--- config.mk ---
export PLATFORM = sky130hd
export DESIGN_NAME = i2c_target_rx_flat
export DESIGN_NICKNAME = d
export VERILOG_FILES = /design/src/rtl/i2c_target_rx_if.sv /design/src/rtl/i2c_target_rx.sv /design/src/flat_wrapper.sv
export SDC_FILE = /design/constraint.sdc
export NUM_CORES = 1
export LEC_CHECK = 0
export BUFFER_PORTS_ARGS = -buffer_cell sky130_fd_sc_hd__buf_2
export CORE_ASPECT_RATIO = 1.1
export CORE_MARGIN = 4
export CORE_UTILIZATION = 57
export DETAILED_ROUTE_END_ITERATION = 16
export GPL_TIMING_DRIVEN = 0
export PLACE_DENSITY = 0.89
export SKIP_LAST_GASP = 1
export SYNTH_ARGS = -nofsm -noshare
export SYNTH_HDL_FRONTEND = slang
export SYNTH_SLANG_ARGS = --single-unit
--- constraint.sdc ---
create_clock -name clk -period 3.35 [get_ports clk]
set_input_delay 0.335 -clock clk [delete_from_list [all_inputs] [get_ports clk]]
set_output_delay 0.335 -clock clk [all_outputs]
set_load 0.005 [all_outputs]
--- src/rtl/i2c_target_rx_if.sv ---
// Bus and consumer signals of the receive-only I2C target, bundled as one port.
// The target (DUT) uses the slave modport. The bus master and byte consumer use master.
interface i2c_target_rx_if;
    logic       scl_in;
    logic       sda_in;
    logic       sda_oe;
    logic [7:0] rx_data;
    logic       rx_valid;
    logic       rx_ready;
    logic       overrun;
    logic       busy;

    modport slave (
        input  scl_in, sda_in, rx_ready,
        output sda_oe, rx_data, rx_valid, overrun, busy
    );

    modport master (
        output scl_in, sda_in, rx_ready,
        input  sda_oe, rx_data, rx_valid, overrun, busy
    );
endinterface

--- src/rtl/i2c_target_rx.sv ---
// Receive-only I2C target: synchronizes SCL/SDA, detects START/STOP, matches a
// 7-bit write address, ACKs accepted bytes and hands them out on a valid/ready port.
// A byte that arrives while the previous one is still unconsumed is dropped:
// overrun pulses and the rest of the transfer is ignored.
// Optional feature: define I2C_GLITCH_FILTER_EN to add a 3-sample majority filter
// on each synchronized line. This adds 2 clk of latency and rejects 1-clk pulses.
module i2c_target_rx #(
    parameter logic [6:0] TARGET_ADDR = 7'h2A
) (
    input  logic           clk,
    input  logic           reset,
    i2c_target_rx_if.slave bus
);

    typedef enum logic [2:0] {
        S_IDLE, S_ADDR, S_ADDR_ACK, S_DATA, S_DATA_ACK, S_IGNORE
    } state_t;

    state_t     r_state, w_state_nxt;
    logic       r_scl_s1, r_scl_s2, r_sda_s1, r_sda_s2;
    logic       w_scl, w_sda;
    logic       r_scl_d, r_sda_d;
    logic       w_scl_rise, w_scl_fall, w_start, w_stop;
    logic [2:0] r_bit_cnt;
    logic [6:0] r_shift;
    logic [7:0] w_byte;
    logic       w_byte_done, w_accept;
    logic       w_load, w_drop, w_sda_oe_nxt;
    logic       r_sda_oe, r_rx_valid, r_overrun, r_busy;
    logic [7:0] r_rx_data;

    // Two-flop synchronizers. They reset to the idle-bus level so that reset never looks like an edge.
    always_ff @(posedge clk) begin
        if (reset) begin
            r_scl_s1 <= 1'b1;
            r_scl_s2 <= 1'b1;
            r_sda_s1 <= 1'b1;
            r_sda_s2 <= 1'b1;
        end else begin
            // NOTE: non-blocking assignments make every flop sample the pre-edge values, so the chain really is two stages.
            r_scl_s1 <= bus.scl_in;
            r_scl_s2 <= r_scl_s1;
            r_sda_s1 <= bus.sda_in;
            r_sda_s2 <= r_sda_s1;
        end
    end

`ifdef I2C_GLITCH_FILTER_EN
    logic [1:0] r_scl_hist, r_sda_hist;
    logic       r_scl_filt, r_sda_filt;

    // Registered 2-of-3 majority over the current sample and the two older ones.
    always_ff @(posedge clk) begin
        if (reset) begin
            r_scl_hist <= 2'b11;
            r_sda_hist <= 2'b11;
            r_scl_filt <= 1'b1;
            r_sda_filt <= 1'b1;
        end else begin
            r_scl_hist <= {r_scl_hist[0], r_scl_s2};
            r_sda_hist <= {r_sda_hist[0], r_sda_s2};
            r_scl_filt <= (r_scl_s2 & r_scl_hist[0]) | (r_scl_s2 & r_scl_hist[1]) |
                          (r_scl_hist[0] & r_scl_hist[1]);
            r_sda_filt <= (r_sda_s2 & r_sda_hist[0]) | (r_sda_s2 & r_sda_hist[1]) |
                          (r_sda_hist[0] & r_sda_hist[1]);
        end
    end

    assign w_scl = r_scl_filt;
    assign w_sda = r_sda_filt;
`else
    assign w_scl = r_scl_s2;
    assign w_sda = r_sda_s2;
`endif

    // Keep the previous sample of each line for edge and condition detection.
    always_ff @(posedge clk) begin
        if (reset) begin
            r_scl_d <= 1'b1;
            r_sda_d <= 1'b1;
        end else begin
            r_scl_d <= w_scl;
            r_sda_d <= w_sda;
        end
    end

    assign w_scl_rise  = w_scl & ~r_scl_d;
    assign w_scl_fall  = ~w_scl & r_scl_d;
    assign w_start     = w_scl & r_scl_d & r_sda_d & ~w_sda;
    assign w_stop      = w_scl & r_scl_d & ~r_sda_d & w_sda;
    assign w_byte      = {r_shift, w_sda};
    assign w_byte_done = w_scl_rise & (r_bit_cnt == 3'd7);
    assign w_accept    = ~r_rx_valid | bus.rx_ready;

    // State register.
    always_ff @(posedge clk) begin
        if (reset) r_state <= S_IDLE;
        else       r_state <= w_state_nxt;
    end

    // Next-state decode. STOP and START take priority in every state.
    always_comb begin
        // NOTE: the default assignment comes first so every path assigns a value and no latch is inferred.
        w_state_nxt = r_state;
        if (w_stop) begin
            w_state_nxt = S_IDLE;
        end else if (w_start) begin
            w_state_nxt = S_ADDR;
        end else begin
            unique case (r_state)
                S_ADDR: if (w_byte_done)
                    w_state_nxt = (w_byte[7:1] == TARGET_ADDR && !w_byte[0]) ? S_ADDR_ACK : S_IGNORE;
                // r_sda_oe high means the ACK clock is under way. Its falling edge ends the ACK.
                S_ADDR_ACK, S_DATA_ACK: if (w_scl_fall && r_sda_oe)
                    w_state_nxt = S_DATA;
                S_DATA: if (w_byte_done)
                    w_state_nxt = w_accept ? S_DATA_ACK : S_IGNORE;
                default: w_state_nxt = r_state;  // IDLE and IGNORE wait for START/STOP
            endcase
        end
    end

    // Output decode: byte load/drop strobes and the next ACK drive level.
    always_comb begin
        w_load       = 1'b0;
        w_drop       = 1'b0;
        w_sda_oe_nxt = 1'b0;
        if (!w_start && !w_stop) begin
            unique case (r_state)
                S_DATA: begin
                    w_load = w_byte_done & w_accept;
                    w_drop = w_byte_done & ~w_accept;
                end
                // The first SCL fall turns the ACK on. The second SCL fall turns it off.
                S_ADDR_ACK, S_DATA_ACK: w_sda_oe_nxt = r_sda_oe ^ w_scl_fall;
                default: w_sda_oe_nxt = 1'b0;
            endcase
        end
    end

    // Datapath: bit shifter, output byte register, handshake and status flags.
    always_ff @(posedge clk) begin
        if (reset) begin
            r_bit_cnt  <= '0;
            r_shift    <= '0;
            r_sda_oe   <= 1'b0;
            r_rx_data  <= '0;
            r_rx_valid <= 1'b0;
            r_overrun  <= 1'b0;
            r_busy     <= 1'b0;
        end else begin
            if (w_start || w_stop) begin
                r_bit_cnt <= '0;
            end else if (w_scl_rise && (r_state == S_ADDR || r_state == S_DATA)) begin
                r_bit_cnt <= r_bit_cnt + 3'd1;
                r_shift   <= {r_shift[5:0], w_sda};
            end
            r_sda_oe  <= w_sda_oe_nxt;
            r_overrun <= w_drop;
            if (w_load) r_rx_data <= w_byte;
            if (w_load)              r_rx_valid <= 1'b1;
            else if (bus.rx_ready)   r_rx_valid <= 1'b0;
            if (w_start)             r_busy <= 1'b1;
            else if (w_stop)         r_busy <= 1'b0;
        end
    end

    assign bus.sda_oe   = r_sda_oe;
    assign bus.rx_data  = r_rx_data;
    assign bus.rx_valid = r_rx_valid;
    assign bus.overrun  = r_overrun;
    assign bus.busy     = r_busy;

endmodule

--- src/flat_wrapper.sv ---
// flat-port wrapper written by rule: the top's interface ports become plain ports
module i2c_target_rx_flat 
#(
    parameter logic [6:0] TARGET_ADDR = 7'h2A
)
  (clk, reset, bus_scl_in, bus_sda_in, bus_rx_ready, bus_sda_oe, bus_rx_data, bus_rx_valid, bus_overrun, bus_busy);
  i2c_target_rx_if bus_i ();
  input  logic clk;
  input  logic reset;
  input wire logic [$bits(bus_i.scl_in)-1:0] bus_scl_in;
  input wire logic [$bits(bus_i.sda_in)-1:0] bus_sda_in;
  input wire logic [$bits(bus_i.rx_ready)-1:0] bus_rx_ready;
  output wire logic [$bits(bus_i.sda_oe)-1:0] bus_sda_oe;
  output wire logic [$bits(bus_i.rx_data)-1:0] bus_rx_data;
  output wire logic [$bits(bus_i.rx_valid)-1:0] bus_rx_valid;
  output wire logic [$bits(bus_i.overrun)-1:0] bus_overrun;
  output wire logic [$bits(bus_i.busy)-1:0] bus_busy;
  assign bus_i.scl_in = bus_scl_in;
  assign bus_i.sda_in = bus_sda_in;
  assign bus_i.rx_ready = bus_rx_ready;
  assign bus_sda_oe = bus_i.sda_oe;
  assign bus_rx_data = bus_i.rx_data;
  assign bus_rx_valid = bus_i.rx_valid;
  assign bus_overrun = bus_i.overrun;
  assign bus_busy = bus_i.busy;
  i2c_target_rx #(.TARGET_ADDR(TARGET_ADDR)) u_core (.clk(clk), .reset(reset), .bus(bus_i));
endmodule
==> results.rst, run 1 <==
.. list-table::
   :header-rows: 1

   * - Metric
     - Value
   * - Number of distinct standard cells referenced by the synthesized netlist
     - 31
   * - Layout Skew
     - about 5.4 ps
   * - Primary FF master, synth
     - dfxtp_1
   * - Routed len/inst
     - roughly 13 um
   * - Async set-reset flop share out of synthesis
     - 0%
   * - DIE AREA
     - 3010 um2
   * - Critical Path Fanout Max
     - 8
   * - Max Clk Rate
     - ~580 MHz
   * - Number of global-route vias before repair
     - ~1,000
   * - Transition at the pin with the smallest max-transition slack
     - approximately 560 ps
   * - Max Buffers Root-to-Sink
     - 2
   * - Syn nets
     - ~140
   * - Arithmetic-cell share of the synthesized area counting full adders, half adders and majority gates
     - 3.00%
   * - Initial cell density of the core
     - 61.3%
   * - Mux cell area share after synthesis
     - 6.39%
   * - CTS resizes
     - 0
   * - #FFs+latches synth
     - 31
   * - Height of the chip
     - about 57 um
   * - Number of cells produced by synthesis
     - roughly 130
   * - Total iterations of the first detailed-routing run
     - 4
   * - Root buffer cell
     - clkbuf_4
   * - Final count of hold timing violations
     - 0
   * - Ant. Diodes
     - 0
   * - Count of synthesis-stage warnings from yosys
     - 0
   * - Final GP Congestion
     - 0.801
   * - Post-Layout Inst Area
     - 1410 um2
   * - Dominant combinational cell family by area after synthesis
     - simple AND/OR/NAND/NOR gates
   * - Via-to-Cell Ratio
     - 5.45
   * - Level count of the clock H-tree
     - 2
   * - CP Launch Type
     - flip-flop
   * - Max-cap violations
     - 0
   * - Inserted Clock Buffers
     - 5
   * - Number of setup buffers added after CTS
     - 0
   * - Detail Route Antenna Nets
     - 0
   * - Post-detailed-placement half-perimeter wirelength
     - around 1.7 mm
   * - Synth Area in Compound Gates
     - 11.3%
   * - Outcome
     - complete, no violations
   * - Fraction of layout cells with a size suffix above 1
     - between 20 and 25%
   * - Number of port buffers
     - 16
   * - Number of DRC markers in iteration 0
     - 20
   * - Remaining DRCs
     - 0
   * - IO Count
     - 17
   * - Placed Area
     - ~1400 um2
   * - Total global-route track usage
     - 18.1%
   * - # setup viols final
     - 0
   * - CTS tree
     - done
   * - Final worst setup slack
     - about 1600 ps
   * - Post-synthesis share of cell area spent on xor and xnor gates
     - 2.10%
   * - Classification of the worst setup path
     - flip-flop to flip-flop
   * - Time the worst path needs with I/O delays and setup
     - 1740 ps
   * - Worst endpoint data arrival time
     - a little under 2000 ps
   * - Die span in x
     - ~53 um
   * - Number of synthesized flops with an enable pin
     - 0
   * - # clock sinks
     - 31
   * - Worst slack at placement
     - around 1600 ps
   * - Total number of vias
     - 1,002
   * - Mean instance size in the synthesized netlist
     - 9.35 um2
   * - Leakage
     - 0.528 nW
   * - Sequential share of the synthesized area
     - between 40% and 50%
   * - Hold path start
     - bus_sda_in
   * - Global-route wire length before repair
     - roughly 4.0 mm
   * - Core Rows
     - 17
   * - Required arrival time at the worst endpoint
     - roughly 3600 ps
   * - Critical Path Source
     - u_core.r_bit_cnt[0]$_SDFFE_PP0P_
   * - Power per cell area
     - slightly above 400 nW/um2
   * - Area growth from synthesis to layout
     - 12.5%
   * - Worst reg2reg path startpoint
     - u_core.r_bit_cnt[0]$_SDFFE_PP0P_
   * - Max-slew violation count
     - 0
   * - Final TNS setup
     - 0 ps
   * - Unrepaired setup endpoints after global routing
     - false
   * - Worst IR drop on VDD
     - between 0.3 and 0.4 mV
   * - CP endpoint kind
     - flip-flop
   * - Crit share post-route
     - about 52%
   * - Hold-fix buffers at CTS
     - 0
   * - Pin count of the biggest net entering global routing
     - 11
   * - Antenna violations before repair
     - 0
   * - Post-detailed-routing wire length
     - approximately 2.3 mm
   * - Remaining global-route overflow
     - 0
   * - Skew-Pair Late Insertion Delay
     - about 330 ps
   * - Max transition margin
     - roughly 63%
   * - Synth Area in Simple Gates
     - roughly a quarter
   * - Post-synthesis cell area
     - about 1300 um2
   * - Net count of the finished layout
     - between 150 and 200
   * - CTS clk-pin slew, worst paths
     - about 80 ps
   * - Hold Crit Class
     - input port to flip-flop
   * - Area of the core region
     - 2040 um2
## layout make-up
class	instances	area [um2]
fill	171	633
sequential	31	621
multi-input combinational	95	586
timing repair buffer	16	80.1
clock buffer	6	41.3
buffer	6	38.8
tap	28	35.0
inverter	2	7.51
## cell usage after synthesis, types with 2 or more instances
library cell,number,area share [%]
a21oi_1,11,4.4
a31oi_1,2,1.0
buf_4,2,1.2
clkbuf_1,2,0.60
dfxtp_1,31,50
ha_1,3,3.0
inv_1,2,0.60
mux2i_1,8,6.4
nand2_1,24,7.2
nand2b_1,2,1.0
nor2_1,11,3.3
nor3_1,2,0.80
nor3b_1,3,1.8
nor4b_1,2,1.4
o21ai_0,4,1.6
o21ai_1,2,0.80
or2_2,7,3.5
xnor2_1,3,2.1
## through the flow
stage	hold WS [ps]	cells	power, mW	util, %
after floorplan	389	134	0.399	-
after global placement	391	178	0.406	67.0
after detailed placement	400	178	0.407	67.0
after CTS	177	184	0.594	69.0
after global routing	184	184	0.609	69.0
final	192	184	0.586	69.0
## report_power, final
| group | total [mW] | internal (mW) | switching [mW] |
|---|---|---|---|
| Combinational | 0.0237 | 0.0100 | 0.0136 |
| Sequential | 0.375 | 0.372 | 0.00254 |
| Clock | 0.187 | 0.0744 | 0.113 |
## worst paths after layout
check | end | slack (ps) | cells after the start
setup / recovery | u_core.bus.rx_data[1]$_SDFFE_PP0P_ | 1610 | 8
setup reg to reg | u_core.bus.rx_data[1]$_SDFFE_PP0P_ | 1610 | 8
hold reg to reg | u_core.r_sda_s2$_SDFF_PP1_ | 410 | 1
hold / removal | u_core.r_sda_s1$_SDFF_PP1_ | 190 | 2
## placed cells by master (no fill, tap or decap), drive strengths merged, types with 2 or more instances in the layout
| master | instances |
|---|---|
| a211oi | 2 |
| buf | 20 |
| nor2b | 2 |
| nor3b | 3 |
| nor3 | 2 |
| inv | 2 |
| ha | 3 |
| nor4b | 2 |
| a31oi | 2 |
| a21oi | 11 |
| nand2 | 24 |
| o21ai | 6 |
| mux2i | 8 |
| xnor2 | 3 |
| nor2 | 11 |
| clkbuf | 8 |
| or2 | 7 |
| dfxtp | 31 |
| nand2b | 2 |
## routing by layer
metal / up-vias / routed length, um / GRT usage, %
met2: 30 / 1170 / 30.3
met4: 0 / 49 / 9.49
met5: - / 0 / 0
li1: 498 / - / -
met3: 6 / 157 / 7.05
met1: 468 / 946 / 19.2
## state kept, by name, summed over array words and instances, names as in the netlist
name	cells
u_core.bus.sda_oe	1
u_core.r_sda_s2	1
u_core.bus.rx_valid	1
u_core.r_bit_cnt	3
u_core.r_shift	7
u_core.r_sda_s1	1
u_core.r_state	3
u_core.r_scl_s2	1
u_core.bus.busy	1
u_core.r_scl_s1	1
u_core.bus.overrun	1
u_core.r_sda_d	1
u_core.r_scl_d	1
u_core.bus.rx_data	8
## critical path: stages, from the launching register on
cell and delay (ps):
dfxtp_1 360, ha_1 160, ha_1 160, and4b_4 280, nand3_4 90, nor2b_2 140
buf_6 160, mux2i_1 200, nor2_1 50
## cells by family (layout without fill, tap and decap cells)
logic type / Yosys count / after routing
compound gates: 24 / 24
simple gates: 57 / 57
flops: 31 / 31
xor+xnor: 3 / 3
fa+ha+maj: 3 / 3
buf+inv: 8 / 30
mux: 8 / 8
Power figures use the tool's default switching activity.
==> inputs of run 2 (changes only) <==
--- a/config.mk
+++ b/config.mk
@@ -5,13 +5,14 @@
 export SDC_FILE = /design/constraint.sdc
 export NUM_CORES = 1
 export LEC_CHECK = 0
+export ABC_AREA = 1
 export BUFFER_PORTS_ARGS = -buffer_cell sky130_fd_sc_hd__buf_2
 export CORE_ASPECT_RATIO = 1.1
 export CORE_MARGIN = 4
-export CORE_UTILIZATION = 57
+export CORE_UTILIZATION = 50
 export DETAILED_ROUTE_END_ITERATION = 16
 export GPL_TIMING_DRIVEN = 0
-export PLACE_DENSITY = 0.89
+export PLACE_DENSITY = 0.83
 export SKIP_LAST_GASP = 1
 export SYNTH_ARGS = -nofsm -noshare
 export SYNTH_HDL_FRONTEND = slang
==> constraint.sdc (replaced) <==
create_clock -name clk -period 1.5 [get_ports clk]
set_input_delay 0.15 -clock clk [delete_from_list [all_inputs] [get_ports clk]]
set_output_delay 0.15 -clock clk [all_outputs]
set_load 0.005 [all_outputs]
==> results.rst, run 2 <==
.. list-table::
   :header-rows: 1

   * - Metric
     - Value
   * - Inserted Clock Buffers
     - 5
   * - Hold Crit Class
     - input port to flip-flop
   * - Endpoint of the worst-slack reg-to-reg timing path
     - u_core.bus.rx_data[2]$_SDFFE_PP0P_
   * - Time the worst path needs with I/O delays and setup
     - around 1300 ps
   * - Total global-route track usage
     - between 10 and 15%
   * - Crit-path slowest cell
     - dfxtp_1
   * - Worst reg-to-reg setup slack
     - approximately 180 ps
   * - Worst-path cell chain
     - ha_1 -> ha_1 -> nand2_2 -> nor2_8 -> nand2_4 -> nand2_1 -> a21oi_1
   * - Ant. Diodes
     - 0
   * - Detail Route Antenna Nets
     - 0
   * - Most common library cell in the layout ignoring fill and taps
     - nand2_1
   * - Area growth from synthesis to layout
     - 15.7%
   * - CTS clk-pin slew, worst paths
     - about 100 ps
   * - Post-detailed-routing wire length
     - around 2.3 mm
   * - Synth Area in Compound Gates
     - 12.3%
   * - Antenna violations before repair
     - 0
   * - Sequential share of the synthesized area
     - 48.1%
   * - Initial cell density of the core
     - around half
   * - Post-detailed-placement half-perimeter wirelength
     - between 1.5 and 2 mm
   * - Syn nets
     - roughly 170
   * - Crit path buf inv count
     - 0
   * - Number of port buffers
     - 15
   * - Root buffer cell
     - clkbuf_4
   * - CP Launch Type
     - flip-flop
   * - Dominant combinational cell family by area after synthesis
     - simple AND/OR/NAND/NOR gates
   * - Die span in x
     - 56.5 um
   * - Library cell with the highest instance count after synthesis
     - nand2_1
   * - Largest cells by area after synthesis
     - dfxtp_1 (48%), nand2_1 (12%), a21oi_1 (7.4%)
   * - Fraction of synthesized cell area taken by the top area cell type
     - around half
   * - Level count of the clock H-tree
     - 2
   * - Critical Path Fanout Max
     - 9
   * - Leading cell types by count after synthesis
     - nand2_1 (40), dfxtp_1 (31), a21oi_1 (19)
   * - Layout Skew
     - between 9 and 10 ps
   * - Skew-Pair Late Insertion Delay
     - about 330 ps
   * - Max Clk Rate
     - 759 MHz
   * - CTS tree
     - done
   * - Mux cell area share after synthesis
     - 0%
   * - Crit share post-route
     - between 80% and 90%
   * - Post-synthesis cell area
     - 1290 um2
   * - Pin count of the biggest net entering global routing
     - 11
   * - #FFs+latches synth
     - 31
   * - Transition at the pin with the smallest max-transition slack
     - about 450 ps
   * - Power per cell area
     - approximately 960 nW/um2
   * - # setup viols final
     - 0
   * - Via-to-Cell Ratio
     - 4.85
   * - # clock sinks
     - 31
   * - FF+latch area
     - around 620 um2
   * - Remaining DRCs
     - 0
   * - Final TNS setup
     - 0 ps
   * - Routed len/inst
     - approximately 10 um
   * - Global-route wire length before repair
     - between 3 and 4 mm
   * - Final GP Congestion
     - between 0.7 and 0.8
   * - Fraction of layout cells with a size suffix above 1
     - a little over a fifth
   * - Slowest cell delay on critical path
     - between 300 and 400 ps
   * - Unrepaired setup endpoints after global routing
     - false
   * - CP endpoint kind
     - flip-flop
   * - Arithmetic-cell share of the synthesized area counting full adders, half adders and majority gates
     - 2.91%
   * - Number of cells produced by synthesis
     - roughly 170
   * - Total number of vias
     - roughly 1,100
   * - Largest area contributor in the netlist
     - dfxtp_1
   * - Max Buffers Root-to-Sink
     - 2
   * - Max reg flops
     - 8
   * - Max transition margin
     - a little over two thirds
   * - Post-Layout Inst Area
     - 1490 um2
   * - Synth Area in Simple Gates
     - 28.1%
   * - R2r worst-path depth
     - 7
   * - Worst hold endpoint
     - u_core.r_bit_cnt[0]$_SDFFE_PP0P_
   * - Commonest non-fill, non-tap cells in the layout
     - nand2_1 (40), dfxtp_1 (31), a21oi_1 (19), inv_1 (18), buf_2 (16)
   * - Post-synthesis share of cell area spent on xor and xnor gates
     - 0.678%
   * - Final Core Density
     - between 50% and 60%
   * - Number of fillers in the final layout
     - roughly 240
   * - Number of synthesized flops with an enable pin
     - 0
   * - Most prevalent standard cell on the critical path
     - ha_1
   * - Primary FF master, synth
     - dfxtp_1
   * - Classification of the worst setup path
     - flip-flop to flip-flop
   * - Worst IR drop on VDD
     - 0.653 mV
   * - Worst hold stages
     - 2
   * - Required arrival time at the worst endpoint
     - roughly 1700 ps
   * - Number of distinct standard cells referenced by the synthesized netlist
     - 24
   * - Total iterations of the first detailed-routing run
     - 4
   * - Worst endpoint data arrival time
     - approximately 1500 ps
   * - Count of synthesis-stage warnings from yosys
     - 0
   * - Worst reg2reg path startpoint
     - u_core.r_bit_cnt[0]$_SDFFE_PP0P_
   * - Number of global-route vias before repair
     - 932
   * - Remaining global-route overflow
     - 0
   * - Final count of hold timing violations
     - 0
   * - Placed Area
     - 1410 um2
   * - Core Rows
     - 19
   * - Height of the chip
     - 61.3 um
   * - Area of the core region
     - between 2000 and 2500 um2
   * - DIE AREA
     - 3460 um2
   * - Area taken by multi-input logic gates
     - around 570 um2
   * - Max-slew violation count
     - 0
   * - Mean instance size in the synthesized netlist
     - between 7 and 8 um2
   * - Async set-reset flop share out of synthesis
     - 0%
   * - Max-cap violations
     - 0
   * - Leakage
     - around 0.7 nW
   * - Net count of the finished layout
     - 198
   * - Crit path max-delay family
     - simple AND/OR/NAND/NOR gates
   * - IO Count
     - 17
   * - Outcome
     - complete, no violations
   * - Hold path start
     - reset
   * - Number of DRC markers in iteration 0
     - 26
[run 2: area by class of cell]
cell class | instances | share of cell area, %
Clock buffer | 8 | 4.61
Multi-Input combinational cell | 110 | 38.0
Inverter | 21 | 5.28
Timing Repair Buffer | 17 | 6.37
Sequential cell | 31 | 41.5
Tap cell | 31 | 2.60
Buffer | 4 | 1.59
[run 2: power breakdown]
part | internal [mW] | switching, mW
logic | 0.0218 | 0.0312
clock network | 0.276 | 0.268
registers | 0.833 | 0.00567
[run 2: logic make-up (layout without fill, tap and decap cells)]
family | after synthesis | in the layout
adders and majority gates | 3 | 3
and+or+nand+nor | 77 | 77
xor gates and xnor gates | 1 | 1
AOI/OAI and AO/OA | 29 | 29
buffers and inverters | 25 | 50
DFF | 31 | 31
[run 2: per-layer routing]
metal | part of all wire (%) | up-vias | global-route usage (%) | routed length [um]
li1 | - | 575 | - | -
met3 | 4.9 | 8 | 5.87 | 114
met5 | 0 | - | 0 | 0
met2 | 50 | 23 | 25.4 | 1150
met1 | 43 | 471 | 15.8 | 990
met4 | 2.3 | 0 | 8.14 | 53
[run 2: timing repair]
item | 4_1_cts | 5_1_grt
endpoints found under the hold margin | 2 | 0
endpoints found under the setup margin | 0 | 0
resized for setup | 0 | 0
setup buffers | 0 | 0
hold buffers | 2 | 0
[run 2: worst max-delay path by stage]
stage                                                     to                        startpoint  slack, ps  cells past startpoint
after floorplan               u_core.r_state[2]$_SDFFE_PP0P_  u_core.r_bit_cnt[0]$_SDFFE_PP0P_        290                      6
after global placement        u_core.r_state[2]$_SDFFE_PP0P_  u_core.r_bit_cnt[0]$_SDFFE_PP0P_        230                      6
after detailed placement  u_core.bus.rx_data[2]$_SDFFE_PP0P_  u_core.r_bit_cnt[0]$_SDFFE_PP0P_        200                      7
after CTS                 u_core.bus.rx_data[2]$_SDFFE_PP0P_  u_core.r_bit_cnt[0]$_SDFFE_PP0P_        170                      7
after global routing      u_core.bus.rx_data[2]$_SDFFE_PP0P_  u_core.r_bit_cnt[0]$_SDFFE_PP0P_         90                      7
final                     u_core.bus.rx_data[2]$_SDFFE_PP0P_  u_core.r_bit_cnt[0]$_SDFFE_PP0P_        180                      7
[run 2: stage by stage]
| stage | total power [mW] | hold WS, ps | instances | setup slack [ps] |
|---|---|---|---|---|
| 2_1_floorplan | 0.892 | 254 | 166 | 287 |
| 3_3_place_gp | 0.905 | 335 | 212 | 226 |
| 3_5_place_dp | 0.907 | 336 | 212 | 196 |
| 4_1_cts | 1.45 | 99.9 | 222 | 174 |
| 5_1_grt | 1.50 | 125 | 222 | 92.7 |
| 6_report | 1.44 | 108 | 222 | 183 |
==> inputs of run 3 (changes only) <==
--- a/config.mk
+++ b/config.mk
@@ -13,6 +13,7 @@
 export DETAILED_ROUTE_END_ITERATION = 16
 export GPL_TIMING_DRIVEN = 0
 export PLACE_DENSITY = 0.83
+export RECOVER_POWER = 25
 export SKIP_LAST_GASP = 1
 export SYNTH_ARGS = -nofsm -noshare
 export SYNTH_HDL_FRONTEND = slang
==> results.rst, run 3 (same netlist as run 2, synthesis figures left out) <==
.. list-table::
   :header-rows: 1

   * - Metric
     - Value
   * - Outcome
     - complete, no violations
   * - Number of port buffers
     - 15
   * - Required arrival time at the worst endpoint
     - 1690 ps
   * - Post-detailed-routing wire length
     - between 2 and 2.5 mm
   * - Total number of vias
     - ~1,100
   * - Time the worst path needs with I/O delays and setup
     - approximately 1300 ps
   * - Worst IR drop on VDD
     - around 0.65 mV
   * - # clock sinks
     - 31
   * - Hold Crit Class
     - input port to flip-flop
   * - # setup viols final
     - 0
   * - Initial cell density of the core
     - 51.7%
   * - Layout Skew
     - slightly below 10 ps
   * - DIE AREA
     - ~3500 um2
   * - Root buffer cell
     - clkbuf_4
   * - Worst reg-to-reg setup slack
     - between 150 and 200 ps
   * - Area growth from synthesis to layout
     - 15.5%
   * - Critical Path Fanout Max
     - 9
   * - Pin count of the biggest net entering global routing
     - 11
   * - Final GP Congestion
     - between 0.7 and 0.8
   * - R2r worst-path depth
     - 7
   * - Area of the core region
     - around 2500 um2
   * - Leakage
     - 0.674 nW
   * - Number of global-route vias before repair
     - 932
   * - Most common library cell in the layout ignoring fill and taps
     - nand2_1
   * - Critical Path Source
     - u_core.r_bit_cnt[0]$_SDFFE_PP0P_
   * - Routed len/inst
     - 10.5 um
   * - Max transition margin
     - between 60% and 70%
   * - Global-route wire length before repair
     - around 3.9 mm
   * - Total iterations of the first detailed-routing run
     - 4
   * - Skew-Pair Late Insertion Delay
     - approximately 330 ps
   * - Hold-fix buffers at CTS
     - 2
   * - CTS resizes
     - 0
   * - Max-cap violations
     - 0
   * - Endpoint of the worst-slack reg-to-reg timing path
     - u_core.bus.rx_data[2]$_SDFFE_PP0P_
   * - Core Rows
     - 19
   * - Remaining DRCs
     - 0
   * - CTS tree
     - done
   * - Final TNS setup
     - 0 ps
   * - Max-slew violation count
     - 0
   * - Worst reg2reg path startpoint
     - u_core.r_bit_cnt[0]$_SDFFE_PP0P_
   * - Crit share post-route
     - between 80% and 90%
   * - Antenna violations before repair
     - 0
   * - Height of the chip
     - 61.3 um
   * - Classification of the worst setup path
     - flip-flop to flip-flop
   * - CP Launch Type
     - flip-flop
   * - Worst Hold Slack
     - 108 ps
   * - CTS clk-pin slew, worst paths
     - 100 ps
   * - Commonest non-fill, non-tap cells in the layout
     - nand2_1 (40), dfxtp_1 (31), inv_1 (19), a21oi_1 (19), buf_2 (14)
   * - Worst setup endpoint
     - u_core.bus.rx_data[2]$_SDFFE_PP0P_
   * - Worst endpoint data arrival time
     - 1510 ps
   * - Max Clk Rate
     - 759 MHz
   * - Die span in x
     - roughly 56 um
   * - Transition at the pin with the smallest max-transition slack
     - 451 ps
   * - Post-detailed-placement half-perimeter wirelength
     - approximately 1.8 mm
   * - Net count of the finished layout
     - 198
   * - Max Buffers Root-to-Sink
     - 2
   * - Power per cell area
     - between 900 and 1000 nW/um2
   * - Unrepaired setup endpoints after global routing
     - false
   * - Detail Route Antenna Nets
     - 0
   * - Max reg flops
     - 8
   * - Final count of hold timing violations
     - 0
   * - CP endpoint kind
     - flip-flop
   * - Inserted Clock Buffers
     - 5
   * - Number of fillers in the final layout
     - roughly 240
   * - Remaining global-route overflow
     - 0
   * - Total global-route track usage
     - 14.8%
   * - Number of DRC markers in iteration 0
     - 26
   * - Fraction of layout cells with a size suffix above 1
     - a little under 20%
   * - Via-to-Cell Ratio
     - roughly 4.8
   * - IO Count
     - 17
   * - Number of setup buffers added after CTS
     - 0
   * - Ant. Diodes
     - 0
   * - Level count of the clock H-tree
     - 2
## run 3: metrics by stage
step	cells	instance area (um2)	utilization [%]	worst slack, ps	total power [mW]
after floorplan	166	1290	-	287	0.892
after global placement	212	1410	56.3	226	0.905
after detailed placement	212	1410	56.3	196	0.907
after CTS	222	1490	59.8	174	1.45
after global routing	222	1490	59.7	92.7	1.50
final	222	1490	59.7	183	1.44
## run 3: critical path, cell delays in order (launching register included)
cell and delay (ps):
dfxtp_1 360, ha_1 160, ha_1 180, nand2_2 100, nor2_8 150, nand2_4 100, nand2_1 70, a21oi_1 60
## run 3: where the power goes
group / switching [mW] / internal (mW) / total [mW]
sequential: 0.00550 / 0.833 / 0.838
combinational: 0.0312 / 0.0217 / 0.0530
clock: 0.269 / 0.276 / 0.544
## run 3: area by class of cell
| class | count | area, um2 | share of cell area (%) |
|---|---|---|---|
| flip-flops and latches | 31 | 621 | 41.6 |
| repair buffers | 17 | 92.6 | 6.21 |
| multi-input cells | 110 | 568 | 38.1 |
| well taps | 31 | 38.8 | 2.60 |
| clock buffers | 8 | 68.8 | 4.61 |
| inverters | 21 | 78.8 | 5.29 |
| plain buffers | 4 | 23.8 | 1.59 |
## run 3: worst min path at each step
stage                     slack [ps]        from                          endpoint  cells after the start
after floorplan                  250  bus_scl_in        u_core.r_scl_s1$_SDFF_PP1_                      1
after global placement           330  bus_sda_in        u_core.r_sda_s1$_SDFF_PP1_                      2
after detailed placement         340  bus_sda_in        u_core.r_sda_s1$_SDFF_PP1_                      2
after CTS                        100       reset  u_core.r_bit_cnt[0]$_SDFFE_PP0P_                      2
after global routing             120       reset     u_core.bus.overrun$_SDFF_PP0_                      2
final                            110       reset  u_core.r_bit_cnt[0]$_SDFFE_PP0P_                      2
## run 3: layer usage
layer,wire length (um),global-route usage [%],vias to the layer above
met3,115,5.87,8
met2,1150,25.4,23
li1,-,-,574
met1,998,15.8,469
met5,0,0,-
met4,53,8.14,0
